===== config.mk =====
export PLATFORM = sky130hd
export DESIGN_NAME = bcd_countdown_timer
export DESIGN_NICKNAME = d
export VERILOG_FILES = /design/src/rtl/bcd_timer_pkg.sv /design/src/rtl/bcd_down_digit.sv /design/src/rtl/bcd_countdown_timer.sv
export SDC_FILE = /design/constraint.sdc
export NUM_CORES = 1
export LEC_CHECK = 0
export CAP_MARGIN = 20
export CORE_MARGIN = 1.5
export CORE_UTILIZATION = 45
export DETAILED_ROUTE_END_ITERATION = 10
export GPL_TIMING_DRIVEN = 1
export HOLD_SLACK_MARGIN = 0.12
export PLACE_DENSITY = 0.69
export SYNTH_ARGS = -nofsm -noshare
export SYNTH_HDL_FRONTEND = slang
export SYNTH_SLANG_ARGS = --single-unit

===== constraint.sdc =====
create_clock -name clk -period 6 [get_ports clk]
set_input_delay 1.2 -clock clk [delete_from_list [all_inputs] [get_ports clk]]
set_output_delay 1.2 -clock clk [all_outputs]
set_load 0.005 [all_outputs]

===== src/rtl/bcd_timer_pkg.sv =====
// Shared types and constants for the BCD MM:SS countdown timer.
// Packing of a time word: {min_tens, min_ones, sec_tens, sec_ones}.
package bcd_timer_pkg;

  typedef enum logic [1:0] {
    IDLE,
    RUN,
    PAUSED,
    DONE
  } state_t;

  localparam int DIGIT_W      = 4;
  localparam int N_DIGITS     = 4;
  localparam int SEC_TENS_MAX = 5;
  localparam int DIGIT_MAX    = 9;

  localparam int SEC_ONES = 0;
  localparam int SEC_TENS = 1;
  localparam int MIN_ONES = 2;
  localparam int MIN_TENS = 3;

  function automatic logic [DIGIT_W-1:0] clamp_digit(
    input logic [DIGIT_W-1:0] d,
    input logic [DIGIT_W-1:0] max
  );
    return (d > max) ? max : d;
  endfunction

  function automatic logic [15:0] clamp_time(input logic [15:0] t);
    logic [15:0] r;
    r = '0;
    for (int i = 0; i < N_DIGITS; i++) begin
      r[i*DIGIT_W +: DIGIT_W] = clamp_digit(
        t[i*DIGIT_W +: DIGIT_W],
        (i == SEC_TENS) ? DIGIT_W'(SEC_TENS_MAX)
                        : DIGIT_W'(DIGIT_MAX));
    end
    return r;
  endfunction

endpackage


===== src/rtl/bcd_down_digit.sv =====
// One BCD down-counting digit with load, clamp and borrow chaining.
// Ports: clk, reset, load, d (load value), dec_in (borrow request),
//        q (digit), borrow_out (dec_in while digit is zero).
module bcd_down_digit
  import bcd_timer_pkg::*;
#(
  parameter int MAX = DIGIT_MAX
) (
  input  logic               clk,
  input  logic               reset,
  input  logic               load,
  input  logic [DIGIT_W-1:0] d,
  input  logic               dec_in,
  output logic [DIGIT_W-1:0] q,
  output logic               borrow_out
);

  always_ff @(posedge clk) begin
    if (reset) begin
      q <= '0;
    end else if (load) begin
      q <= clamp_digit(d, DIGIT_W'(MAX));
    end else if (dec_in) begin
      q <= (q == '0) ? DIGIT_W'(MAX) : q - DIGIT_W'(1);
    end
  end

  assign borrow_out = dec_in & (q == '0);

endmodule


===== src/rtl/bcd_countdown_timer.sv =====
// MM:SS BCD countdown timer with one-second prescaler and expiry flags.
// Ports: clk, reset (sync, active-high), load/ld_value, start, stop,
//        q (BCD time), running, done (sticky), expire (1-cycle pulse).
// Option: define AUTO_RELOAD_EN to reload the last loaded time on expiry.
module bcd_countdown_timer
  import bcd_timer_pkg::*;
#(
  parameter int TICK_DIV = 100000000
) (
  input  logic        clk,
  input  logic        reset,
  input  logic        load,
  input  logic [15:0] ld_value,
  input  logic        start,
  input  logic        stop,
  output logic [15:0] q,
  output logic        running,
  output logic        done,
  output logic        expire
);

  localparam int PW = $clog2(TICK_DIV);
  localparam logic [PW-1:0] PRE_LAST = PW'(TICK_DIV - 1);

  state_t state, state_n;
  logic [PW-1:0] presc;
  logic [N_DIGITS:0] borrow;
  logic [15:0] dig_d;
  logic tick, expiring, reload, auto_ok;
  logic start_zero, expire_n;

`ifdef AUTO_RELOAD_EN
  logic [15:0] shadow;

  always_ff @(posedge clk) begin
    if (reset) begin
      shadow <= '0;
    end else if (load) begin
      shadow <= clamp_time(ld_value);
    end
  end

  // A zero shadow means there is nothing to reload: plain expiry.
  assign auto_ok = (shadow != '0);
  assign dig_d   = load ? ld_value : shadow;
`else
  assign auto_ok = 1'b0;
  assign dig_d   = ld_value;
`endif

  // Load and stop both suppress the tick on the edge they occur.
  assign tick = (state == RUN) && !load && !stop
             && (presc == PRE_LAST);

  assign borrow[0] = tick;

  for (genvar i = 0; i < N_DIGITS; i++) begin : g_dig
    bcd_down_digit #(
      .MAX(i == SEC_TENS ? SEC_TENS_MAX : DIGIT_MAX)
    ) u_dig (
      .clk       (clk),
      .reset     (reset),
      .load      (load | reload),
      .d         (dig_d[i*DIGIT_W +: DIGIT_W]),
      .dec_in    (borrow[i]),
      .q         (q[i*DIGIT_W +: DIGIT_W]),
      .borrow_out(borrow[i+1])
    );
  end

  // Decrementing 00:01 is the only way to reach 00:00; a borrow out
  // of the top digit would be an underflow and is treated the same.
  assign expiring = tick & ((q == 16'h0001) | borrow[N_DIGITS]);
  assign reload   = expiring & auto_ok;

  assign start_zero = (state == IDLE) && start && !stop && !load
                   && (q == '0);
  assign expire_n   = expiring | start_zero;

  always_comb begin
    state_n = state;
    if (load) begin
      state_n = IDLE;
    end else begin
      unique case (state)
        IDLE: begin
          if (start && !stop) state_n = (q == '0) ? DONE : RUN;
        end
        RUN: begin
          if (stop) state_n = PAUSED;
          else if (expiring && !reload) state_n = DONE;
        end
        PAUSED: begin
          if (start && !stop) state_n = RUN;
        end
        DONE:    state_n = DONE;
        default: state_n = IDLE;
      endcase
    end
  end

  always_ff @(posedge clk) begin
    if (reset) begin
      state  <= IDLE;
      presc  <= '0;
      expire <= 1'b0;
    end else begin
      state  <= state_n;
      expire <= expire_n;
      if (load || state == IDLE) begin
        presc <= '0;
      end else if (state == RUN && !stop) begin
        presc <= (presc == PRE_LAST) ? '0 : presc + PW'(1);
      end
    end
  end

  assign running = (state == RUN);
  assign done    = (state == DONE);

endmodule


==> flow_summary.toml <==
[status]
status = "finished, final reports clean"

[floorplan]
dieArea_um2 = 5931
rows = 26
core_um2 = 5205
fp.dieW_um = 77.01
start_util_pct = 47.36
die_h_um = 77.01
ios = 40

[yosys]
synth.most_common_cell = "nor2_1"
synth_cells = 300
yosys_warnings = 0
synth_ff_type = "dfxtp_1"
postSynthAreaPerCell_um2 = 8.216
synth_nets = 322
synth_area_um2 = 2465
postSynth.asyncResetShare_pct = 0
synth_common_cells = "49 x nor2_1, 46 x dfxtp_1, 24 x nand2_1"
netlist.area_leader.share_pct = 37.36
ys_seq_area_share_pct = 37.36
synth_top_cell_by_area = "dfxtp_1"
synth.area.top_cells = "dfxtp_1 37%, nor2_1 7.5%, xnor2_1 6.8%, nand2_1 3.7%, xor2_1 3.6%"
yosys_register_bits = 46
synth_edf_count = 0
ys_types = 50

[cts]
cts_tree = "done"
clkTransAtPathRegs_ns = 0.08
post_cts_buffers = 0
cts_hold_buf = 0
cts_buffers = 5
clk_latency_ns = 0.30
cts_htree_levels = 2
ctsResizeCount = 0
cts_root_buffer = "clkbuf_8"
clock-sinks = 46
clk_path_buf_depth = 2

[critical_path]
cp.depth = 6
critical_path_peak_fanout = 27
crit_family = "simple AND/OR/NAND/NOR gates"
cp.required_ns = 6.15
slowest_stage = "or3_1"
rr_worst_depth = 5
worst-path-buf-inv = 1
cp-start-kind = "input pin"
arrival_ns = 3.78
end_kind = "flip-flop"
path_class = "input pin to flip-flop"
cp_common_cell = "nor2_1"
crit_chain = "clkdlybuf4s50_1, or3b_1, or4_1, nor2_1, or3_1, nor2_1"
slowest_delay_ns = 0.74

[route]
drt-initial-drc-count = 135
wirelength_um = 5692
avgViaCountPerCell = 5.459
first_pass_iters = 4
drcViolationCount = 0
wire_per_inst_um = 13.99
routed-via-count = 2222
drtAntennaViolNets = 0

[global_route]
grt_pass1_vias = 2078
grt_max_degree = 28
grtUsageTotal_pct = 20.17
grt_overflow = 0
antenna_found_initial = 0
grt_pass1_wl_um = 9660

[place]
port_buffers = 39
dpl_cell_area_um2 = 2889
gp_congestion = 0.7812
place.detailed.hpwl_um = 4054

[pwr]
cellPowerDensity_nw_per_um2 = 197.3
sw_frac_of_total_pct = 25.14
p_total_uw = 588.9
clkPwrFrac_pct = 33.8
peakVddDrop_uv = 132.5
internal_power_uw = 440.8
p_leak_nw = 0.9456
p_comb_share_pct = 11.7
seqPwrFrac_pct = 54.5
p_sw_uw = 148.1

[sta]
hold_viol_final = 0
tns_ns = 0
setup_viol = 0
rsz0062_at_grt = "no"
fmax_ghz = 0.2758
maxSlewHeadroom_pct = 39.63
fin_crit_sh_pct = 60.43
worstMarginPinSlew_ns = 0.9056
min_period_ns = 3.626
maxSlewViolCount = 0
fin_skew_ns = 0.007234

[job]
max-cap-violations = 0

[hold_path]
hold_path_depth = 2
hold_path.class = "flip-flop to flip-flop"

[layout]
area_growth_pct = 21.07
regArea_um2 = 920.9
antenna_cells = 0
layout.nets = 358
stdcell_area_um2 = 2984
nFillCells = 502
multiInputGateArea_um2 = 1441
layout-drive-gt1-share_pct = 6.825
postLayoutCoreUtil_pct = 57.33
## kinds of logic (layout without fill, tap and decap cells)
group | count (synthesis) | count (layout) | share of synthesized area [%]
AO/OA/AOI/OAI | 35 | 35 | 8.833
XOR/XNOR | 29 | 29 | 10.30
adder cells (fa/ha/maj) | 1 | 1 | 0.5075
buffers and inverters | 22 | 59 | 4.163
flip-flops | 46 | 46 | 37.36
multiplexers | 6 | 6 | 2.487
AND/OR/NAND/NOR | 161 | 161 | 36.35
## routing by layer
metal,global-route usage [%],vias up,routed length (µm)
li1,-,1129,-
met1,26.55,1038,2782
met2,32.65,53,2557
met3,5.000,2,323
met4,6.000,0,28
met5,0,-,0
## cells in the final DEF (no fill, tap or decap), types with 3 or more instances in the layout
| cell type | count |
|---|---|
| a21oi_1 | 10 |
| and2_1 | 3 |
| and3_1 | 3 |
| clkbuf_8 | 6 |
| clkdlybuf4s50_1 | 39 |
| dfxtp_1 | 46 |
| inv_1 | 11 |
| mux2i_1 | 5 |
| nand2_1 | 24 |
| nand3_1 | 12 |
| nand4_1 | 8 |
| nor2_1 | 49 |
| nor2b_1 | 6 |
| nor3_1 | 16 |
| nor4_1 | 11 |
| nor4_2 | 3 |
| o21a_1 | 4 |
| o21ai_0 | 7 |
| or3_1 | 3 |
| xnor2_1 | 19 |
| xor2_1 | 10 |
## tightest hold or removal path, cell delays in order, from the launching register on
cell and delay [ns]:
dfxtp_1 0.35, nand2_1 0.07, a21oi_1 0.05
## final timing paths
kind	start	to	slack, ns
setup / recovery	stop	presc[3]	2.37
hold / removal	presc[1]	presc[1]	0.52
hold reg to reg	presc[1]	presc[1]	0.52
setup reg to reg	state[0]	presc[3]	3.26
## area by class of cell
type / count / area share (%)
Clock buffer: 6 / 2.767
Clock inverter: 2 / 0.4193
Inverter: 11 / 1.384
Multi-Input combinational cell: 232 / 48.30
Sequential cell: 46 / 30.86
Tap cell: 70 / 2.935
Timing Repair Buffer: 40 / 13.33
## through the flow
| stage | hold WS [ns] | setup WS (ns) | instances |
|---|---|---|---|
| 3_5_place_dp | 0.5050 | 2.041 | 399 |
| 6_report | 0.5186 | 2.374 | 407 |
| 3_3_place_gp | 0.4871 | 2.115 | 399 |
| 4_1_cts | 0.5224 | 2.368 | 407 |
| 5_1_grt | 0.5400 | 2.120 | 407 |
| 2_1_floorplan | 0.4670 | 3.016 | 300 |
## flip-flops by register name (all words and copies together) (netlist names)
name           cells
presc             27
g_dig.u_dig.q     16
expire             1
state              2
## power groups by stage
stage          Sequential, mW  Combinational, mW  Clock [mW]
6_report                0.321             0.0688       0.199
5_1_grt                 0.322             0.0753       0.217
4_1_cts                 0.321             0.0687       0.205
3_5_place_dp            0.328             0.0684           0
3_3_place_gp            0.328             0.0676           0
2_1_floorplan           0.326             0.0337           0
No activity file was read; power rests on OpenSTA's default activity.
